### src/rtl/uart_frame_parser.sv
// uart_frame_parser: splits the UART byte stream into command, length and payload.
// Frame: cmd byte, LEN_BYTES length bytes (MSB first), then <length> payload bytes.
// The parser holds busy after the frame until the FIFO side reports fifo_done.
// All outputs are registered and respond the cycle after the triggering byte strobe.
module uart_frame_parser #(
    parameter int unsigned LEN_BYTES   = 2,
    parameter int unsigned CNT_W       = 8 * LEN_BYTES,
    parameter int unsigned TIMEOUT_CYC = 0
) (
    input  logic             i_clk,
    input  logic             i_rst,
    input  logic             i_rok,
    input  logic [7:0]       i_mosi,
    input  logic             i_fifo_done,
    output logic [7:0]       o_cmd,
    output logic [CNT_W-1:0] o_rx_cnt,
    output logic             o_hdr_valid,
    output logic             o_pay_valid,
    output logic [7:0]       o_pay_data,
    output logic             o_pay_last,
    output logic             o_busy,
    output logic             o_err_timeout,
    output logic             o_err_ovf
);

    localparam int unsigned IDX_W = (LEN_BYTES > 1) ? $clog2(LEN_BYTES) : 1;
    localparam int unsigned TO_W  = (TIMEOUT_CYC > 1) ? $clog2(TIMEOUT_CYC + 1) : 1;

    localparam logic [IDX_W-1:0] IDX_LAST = IDX_W'(LEN_BYTES - 1);
    // Idle count value that triggers the timeout on the following silent cycle.
    localparam logic [TO_W-1:0]  TO_LAST  = (TIMEOUT_CYC > 0) ? TO_W'(TIMEOUT_CYC - 1) : '0;
    localparam logic [CNT_W-1:0] REM_ONE  = CNT_W'(1);

    typedef enum logic [1:0] {
        StIdle,
        StLen,
        StPayload,
        StWaitDone
    } state_e;

    state_e           r_state;
    logic [IDX_W-1:0] r_len_idx;
    logic [CNT_W-1:0] r_remain;
    logic [TO_W-1:0]  r_idle_cnt;

    logic [7:0]       r_cmd;
    logic [CNT_W-1:0] r_rx_cnt;
    logic             r_hdr_valid;
    logic             r_pay_valid;
    logic [7:0]       r_pay_data;
    logic             r_pay_last;
    logic             r_busy;
    logic             r_err_timeout;
    logic             r_err_ovf;

    logic [CNT_W-1:0] w_len_next;
    logic             w_len_last;
    logic             w_timeout;

    // Length shift register: append the new byte, keep the low CNT_W bits.
    generate
        if (CNT_W > 8) begin : g_len_wide
            assign w_len_next = {r_rx_cnt[CNT_W-9:0], i_mosi};
        end else begin : g_len_narrow
            assign w_len_next = i_mosi[CNT_W-1:0];
        end
    endgenerate

    assign w_len_last = (r_len_idx == IDX_LAST);
    assign w_timeout  = (TIMEOUT_CYC != 0) && (r_idle_cnt == TO_LAST);

    // Frame FSM with registered outputs; fifo_done outranks rok, rok outranks timeout.
    always_ff @(posedge i_clk) begin
        if (i_rst) begin
            r_state       <= StIdle;
            r_len_idx     <= '0;
            r_remain      <= '0;
            r_idle_cnt    <= '0;
            r_cmd         <= '0;
            r_rx_cnt      <= '0;
            r_hdr_valid   <= 1'b0;
            r_pay_valid   <= 1'b0;
            r_pay_data    <= '0;
            r_pay_last    <= 1'b0;
            r_busy        <= 1'b0;
            r_err_timeout <= 1'b0;
            r_err_ovf     <= 1'b0;
        end else begin
            r_hdr_valid   <= 1'b0;
            r_pay_valid   <= 1'b0;
            r_pay_last    <= 1'b0;
            r_err_timeout <= 1'b0;
            r_err_ovf     <= 1'b0;

            case (r_state)
                StIdle: begin
                    if (i_rok) begin
                        r_cmd      <= i_mosi;
                        r_rx_cnt   <= '0;
                        r_len_idx  <= '0;
                        r_idle_cnt <= '0;
                        r_state    <= StLen;
                    end
                end

                StLen: begin
                    if (i_fifo_done) begin
                        r_state <= StIdle;
                    end else if (i_rok) begin
                        r_idle_cnt <= '0;
                        r_rx_cnt   <= w_len_next;
                        r_len_idx  <= r_len_idx + 1'b1;
                        if (w_len_last) begin
                            r_hdr_valid <= 1'b1;
                            if (w_len_next == '0) begin
                                r_busy  <= 1'b1;
                                r_state <= StWaitDone;
                            end else begin
                                r_remain <= w_len_next;
                                r_state  <= StPayload;
                            end
                        end
                    end else if (w_timeout) begin
                        r_err_timeout <= 1'b1;
                        r_state       <= StIdle;
                    end else if (TIMEOUT_CYC != 0) begin
                        r_idle_cnt <= r_idle_cnt + 1'b1;
                    end
                end

                StPayload: begin
                    if (i_fifo_done) begin
                        r_state <= StIdle;
                    end else if (i_rok) begin
                        r_idle_cnt  <= '0;
                        r_pay_valid <= 1'b1;
                        r_pay_data  <= i_mosi;
                        r_remain    <= r_remain - 1'b1;
                        if (r_remain == REM_ONE) begin
                            r_pay_last <= 1'b1;
                            r_busy     <= 1'b1;
                            r_state    <= StWaitDone;
                        end
                    end else if (w_timeout) begin
                        r_err_timeout <= 1'b1;
                        r_state       <= StIdle;
                    end else if (TIMEOUT_CYC != 0) begin
                        r_idle_cnt <= r_idle_cnt + 1'b1;
                    end
                end

                StWaitDone: begin
                    if (i_fifo_done) begin
                        r_busy  <= 1'b0;
                        r_state <= StIdle;
                    end else if (i_rok) begin
                        // Downstream still owns the previous frame: drop and flag.
                        r_err_ovf <= 1'b1;
                    end
                end

                default: begin
                    r_state <= StIdle;
                end
            endcase
        end
    end

    assign o_cmd         = r_cmd;
    assign o_rx_cnt      = r_rx_cnt;
    assign o_hdr_valid   = r_hdr_valid;
    assign o_pay_valid   = r_pay_valid;
    assign o_pay_data    = r_pay_data;
    assign o_pay_last    = r_pay_last;
    assign o_busy        = r_busy;
    assign o_err_timeout = r_err_timeout;
    assign o_err_ovf     = r_err_ovf;

endmodule

### config.mk
export PLATFORM = sky130hd
export DESIGN_NAME = uart_frame_parser
export DESIGN_NICKNAME = d
export VERILOG_FILES = /design/src/rtl/uart_frame_parser.sv
export SDC_FILE = /design/constraint.sdc
export NUM_CORES = 1
export LEC_CHECK = 0
export ABC_CLOCK_PERIOD_IN_PS = 2260
export BUFFER_PORTS_ARGS = -buffer_cell sky130_fd_sc_hd__buf_2
export CORE_MARGIN = 2
export CORE_UTILIZATION = 40
export CTS_CLUSTER_DIAMETER = 50
export DETAILED_ROUTE_END_ITERATION = 6
export SYNTH_ARGS = -nofsm -noshare
export SYNTH_HDL_FRONTEND = slang
export SYNTH_SLANG_ARGS = --single-unit
### constraint.sdc
create_clock -name i_clk -period 2.26 [get_ports i_clk]
set_input_delay 0.452 -clock i_clk [delete_from_list [all_inputs] [get_ports i_clk]]
set_output_delay 0.452 -clock i_clk [all_outputs]
set_load 0.02 [all_outputs]
== Word level (Yosys, flattened, before mapping) ==
Index checks and enable logic that the tools add are counted.

* Mux-type cells: 38
* Eq/ne operators: 18
* Reduce and logical (&&, ||, !) cells: 15
* $add $sub $neg: 2
* Bitwise operators: 5

{| class="wikitable"
|+ Operator list
! kind !! number
|-
| $mux 16 || 9
|-
| $pmux 16 s2 || 2
|-
| $ne 2x2->1 const B || 10
|-
| $eq 16x1->1 const B || 1
|-
| $logic_not 16->1 || 1
|-
| $mux 1 || 16
|-
| $mux 2 || 8
|-
| $sub 16x1->16 const B || 1
|-
| $ne 3x3->1 const B || 4
|-
| $reduce_and 9->1 || 1
|-
| $pmux 2 s4 || 1
|-
| $reduce_or 4->1 || 2
|-
| $reduce_and 7->1 || 1
|-
| $reduce_and 6->1 || 1
|-
| $not 1->1 || 5
|-
| $eq 2x2->1 const B || 2
|-
| $reduce_and 4->1 || 1
|-
| $reduce_bool 2->1 || 2
|-
| $reduce_or 2->1 || 2
|-
| $pmux 1 s3 || 1
|-
| $reduce_and 3->1 || 1
|-
| $reduce_bool 3->1 || 1
|-
| $eq 2x1->1 const B || 1
|-
| $logic_not 2->1 || 1
|-
| other kinds (3) || 3
|}

* Register bits: 56

== Logic depth before layout (Yosys ltp) ==
* Depth in word-level cells: 6
* Mapped depth: 8

== Worst setup path before layout ==
Ideal clock, no wire load.

* Path type: register to register
* From: register r_remain[0]
* To: register r_remain[10]
* Period minus slack after synthesis: 1652 ps
* Arrival: 1582 ps
* Setup time: 70 ps
* Buffers on the path: 0
* Required time: 2190 ps
* Setup slack: 608 ps
* Cell stages (with the launch flop): 8
* Cell sequence: dfxtp_1 inv_1 ha_1 nor3b_4 nand4b_1 xor2_1 a211o_1 a21oi_2

* Cells in the longest elaborated chain, start to end: 4

{| class="wikitable"
|+ Ends and longest elaborated chain
! what !! line !! RTL
|-
| from (decl) || 43 || <nowiki>logic [CNT_W-1:0] r_remain;</nowiki>
|-
| from (signal assigned) || 119 || <nowiki>r_remain <= w_len_next;</nowiki>
|-
| from (signal assigned) || 138 || <nowiki>r_remain <= r_remain - 1'b1;</nowiki>
|-
| $sub 16x1->16 || 138 ||
|-
| $mux 16 || 134 || <nowiki>end else if (i_rok) begin</nowiki>
|-
| $mux 16 || 132 || <nowiki>if (i_fifo_done) begin</nowiki>
|-
| $pmux 16 s2 || 95 || <nowiki>case (r_state)</nowiki>
|}

No other way between the ends. The select of a mux whose other input is x is not followed.
A chain may end at the register's enable or synchronous reset.

== Worst setup path in the final report ==
* From: register r_state[0]
* To: register r_remain[0]

* Cells in the longest elaborated chain, start to end: 3
* Elaborated cells between the ends (all ways): 11
* Those cells by class: eq/ne: 8; mux: 1; reduce/logical: 2

{| class="wikitable"
|+ Ends and longest elaborated chain
! what !! line !! RTL
|-
| from (decl) || 41 || <nowiki>state_e r_state;</nowiki>
|-
| from (signal assigned) || 75 || <nowiki>r_state <= StIdle;</nowiki>
|-
| from (signal assigned) || 102 || <nowiki>r_state <= StLen;</nowiki>
|-
| from (signal assigned) || 108 || <nowiki>r_state <= StIdle;</nowiki>
|-
| $eq 2x1->1 or $eq 2x2->1 (tied branches) || 95 ||
|-
| $ne 2x2->1 (no line) or $reduce_bool 2->1 (tied branches) || -- ||
|-
| $reduce_and 7->1 (no line) || -- ||
|}

Parallel ways exist; a longest one is shown, timed or not.

==> summary.txt <==
Logic synthesis
  • Post-Synthesis Cells: 318
  • Synth top area cells: dfxtp_1, nand2_1, nor2_1
  • Synth Net Count: 332
  • Register bit count reported by yosys: 56
  • Seq/Total Area, Yosys: 0.418
  • Cell variety after synth: 52
  • Syn avg cell area: about 8.4 um2
  • Number of synthesized flops with an enable pin: 0
  • Synth async-reset ratio: 0
  • Syn. warnings: 0
  • Cell taking the most area after synthesis: dfxtp_1
  • Synthesized area: 0.00268 mm2
  • Main flop type after synthesis: dfxtp_1
  • Share of the synthesized area in the top cell type: 0.418

Place
  • Hpwl dp: 4.65 mm
  • Gpl congestion: 0.826
  • I/O Buffers: 48

Setup path
  • Worst reg2reg path depth: 5
  • CP Launch Type: register
  • R2R setup slack: 0.30 ns
  • Slowest stage cell on the critical path: dfxtp_1
  • Critical path fanouts, max: 14
  • CP Capture Type: register
  • Critical Path AT: approximately 2.2 ns
  • Critical path cell sequence: nand3_1, nor3_2, a21o_1, o21ai_1, a221oi_2
  • Worst setup path start: r_state[0]
  • CP max stage delay: 0.64 ns
  • Worst EP required: 2.50 ns
  • Reg2reg start: r_state[0]
  • Reg2Reg Capture Point: r_remain[0]
  • Critical Path Sink: r_remain[0]
  • Kind of critical path: register to register

Drt
  • Post-route ant nets: 0
  • Initial DRT Pass Iterations: 4
  • DR vias/cell: 5.53
  • Drt drc: 0
  • Drt total wl: 6.85 mm
  • Drt initial violations: around 190
  • Via count: 2416
  • DR WL/cell: 15.7 um

Timing
  • Setup-failing EPs final: 0
  • Final period util: 0.868
  • Clock skew: 0.00376 ns
  • Unrepaired setup endpoints after global routing: false
  • Setup TNS: 0 ns
  • Post-route minimum period: 1.96 ns
  • Max Transition Viols Final: 0
  • Least-Margin Pin Slew: 0.668 ns
  • Worst slew margin: 0.553
  • Peak Freq: 510 MHz
  • Final Hold Viols: 0

Global route
  • First-pass GRT wire length: 11.3 mm
  • Vias in the first global route: 2168
  • Initial antenna violation count: 0
  • Grt total ovfl: 0
  • Total Routing Usage GR: 0.193
  • Largest net degree at the start of global routing: 32

Cells and area
  • ANT cells: 0
  • Filler cells: 640
  • P&R area growth vs syn: 14.2%
  • Final core occ: 0.477
  • Final #Nets: 373
  • Share of cells above drive strength 1: 0.258

Pwr
  • Worst vdd ir: 369 uV
  • Leak: 1.24 nW
  • Pwr Total: about 1.7 mW
  • P per Cell Area: 570 mW/mm2

Clocking
  • Cts repair resizes: 0
  • Postcts setup bufs: 0
  • Hold_buf cts: 0
  • Worst-skew pair later-pin latency: approximately 0.31 ns
  • Clk root buf: clkbuf_8
  • Reg clk slew, reported paths: 0.10 ns
  • CTS tree: done
  • H-tree levels: 2
  • CTS sink count: 56
  • Num CTS Buffers: 5
  • Clock Tree Buf Depth: 2

Floorplan
  • Die Footprint: 0.00738 mm2
  • Initial core utilization: 0.418
  • Die Ht: between 80 and 90 um
  • Core area: between 0.006 and 0.007 mm2
  • Die width: roughly 86 um
  • Num ports: 50
  • Site Rows: 29

Hold path
  • Hold WC Path Type: input pin to register

Run
  • Max-cap viol count: 0

Status
  • Status: completed
## final cells by class
class                      count  area, um2  share of cell area
clock buffer                   5       68.8              0.0225
sequential                    56       1120               0.366
multi-input combinational    235       1420               0.463
timing repair buffer          57        320               0.105
clock inverter                 3       22.5             0.00735
inverter                       4       15.0             0.00490
tap                           77       96.3              0.0315
## how the worst min path moves through the flow
stage / slack [ns] / cells past startpoint / startpoint / end
floorplan: 0.45 / 2 / r_remain[14] / r_remain[14]
global placement: 0.44 / 2 / o_pay_data[1] / o_pay_data[1]
detailed placement: 0.44 / 2 / o_pay_data[1] / o_pay_data[1]
CTS: 0.41 / 3 / i_mosi[6] / o_pay_data[6]
global route: 0.44 / 3 / i_mosi[6] / o_pay_data[6]
finish: 0.42 / 3 / i_mosi[6] / o_pay_data[6]
## synth_stat cells (3+ instances only)
library cell   n
a21oi_1       27
a21oi_2        9
a22oi_1       12
a31oi_1        4
buf_1          3
buf_2          9
buf_6          3
clkbuf_1       6
dfxtp_1       56
inv_1          4
mux2i_1       10
nand2_1       47
nand2b_1       6
nand3_1        3
nand4_1        5
nor2_1        38
nor3_1         8
nor4_1         8
o21a_1         3
o21ai_0        4
o21ai_1        4
o21ai_2        7
o31a_1         3
or2_2          3
## power breakdown
part / switching (mW) / internal (mW)
clock network: 0.352 / 0.223
registers: 0.0158 / 1.00
logic: 0.102 / 0.0527
## worst max-delay path: cells and delay by family, from the launching register on
family,cells,cell delay [ns]
simple gates,2,0.42
flops,1,0.64
compound gates,3,0.82
## cell families (layout without fill, tap and decap cells)
logic type,count (synthesis),after routing,synth area share
AND/OR/NAND/NOR,135,135,0.257
AO/OA/AOI/OAI,86,86,0.220
flip-flops,56,56,0.418
buffers and inverters,27,69,0.0532
multiplexers,10,10,0.0373
adder cells (fa/ha/maj),2,2,0.00933
other,1,1,0.00140
XOR/XNOR,1,1,0.00327
## routing by layer
layer,GRT usage,vias up,wire length (um)
met5,0,-,0
met4,0.0707,0,142
met3,0.0260,12,309
met2,0.297,67,3140
met1,0.276,1137,3260
li1,-,1200,-
## cells in the final DEF, fill, tap and decap left out, types with 2 or more instances in the layout
master | netlist | layout
nor3_1 | 8 | 8
nand3_1 | 3 | 3
o32ai_1 | 2 | 2
a31oi_1 | 4 | 4
nand2_1 | 47 | 47
clkbuf_8 | 0 | 5
dfxtp_1 | 56 | 56
o21a_1 | 3 | 3
nor4_2 | 2 | 2
o31ai_1 | 2 | 2
a21oi_2 | 9 | 9
mux2i_1 | 10 | 10
a21oi_1 | 27 | 27
or2_2 | 3 | 3
o21ai_1 | 4 | 4
nand4_1 | 5 | 5
a22oi_1 | 12 | 12
ha_1 | 2 | 2
nor2_1 | 38 | 38
a21o_1 | 2 | 2
o21ai_2 | 7 | 7
nor4_1 | 8 | 8
inv_1 | 4 | 4
buf_2 | 9 | 48
o21ai_0 | 4 | 4
o31a_1 | 3 | 3
buf_4 | 2 | 8
nand2b_1 | 6 | 6
and2_1 | 2 | 2
nor3b_1 | 2 | 2
## metrics by stage
stage	area [um2]	setup slack [ns]	std cells	hold WS (ns)
4_1_cts	3060	0.332	437	0.408
3_3_place_gp	2970	0.325	429	0.440
3_5_place_dp	2970	0.318	429	0.445
6_report	3060	0.297	437	0.420
2_1_floorplan	2680	0.608	318	0.454
5_1_grt	3060	0.120	437	0.437
## sequential cells by signal, indices dropped and copies added, names as in the netlist
signal and cells:
o_busy 1, o_pay_valid 1, o_hdr_valid 1, r_len_idx 1, r_state 2, o_err_ovf 1, o_rx_cnt 16, o_pay_last 1
r_remain 16, o_pay_data 8, o_cmd 8
No activity file was read; power rests on OpenSTA's default activity.
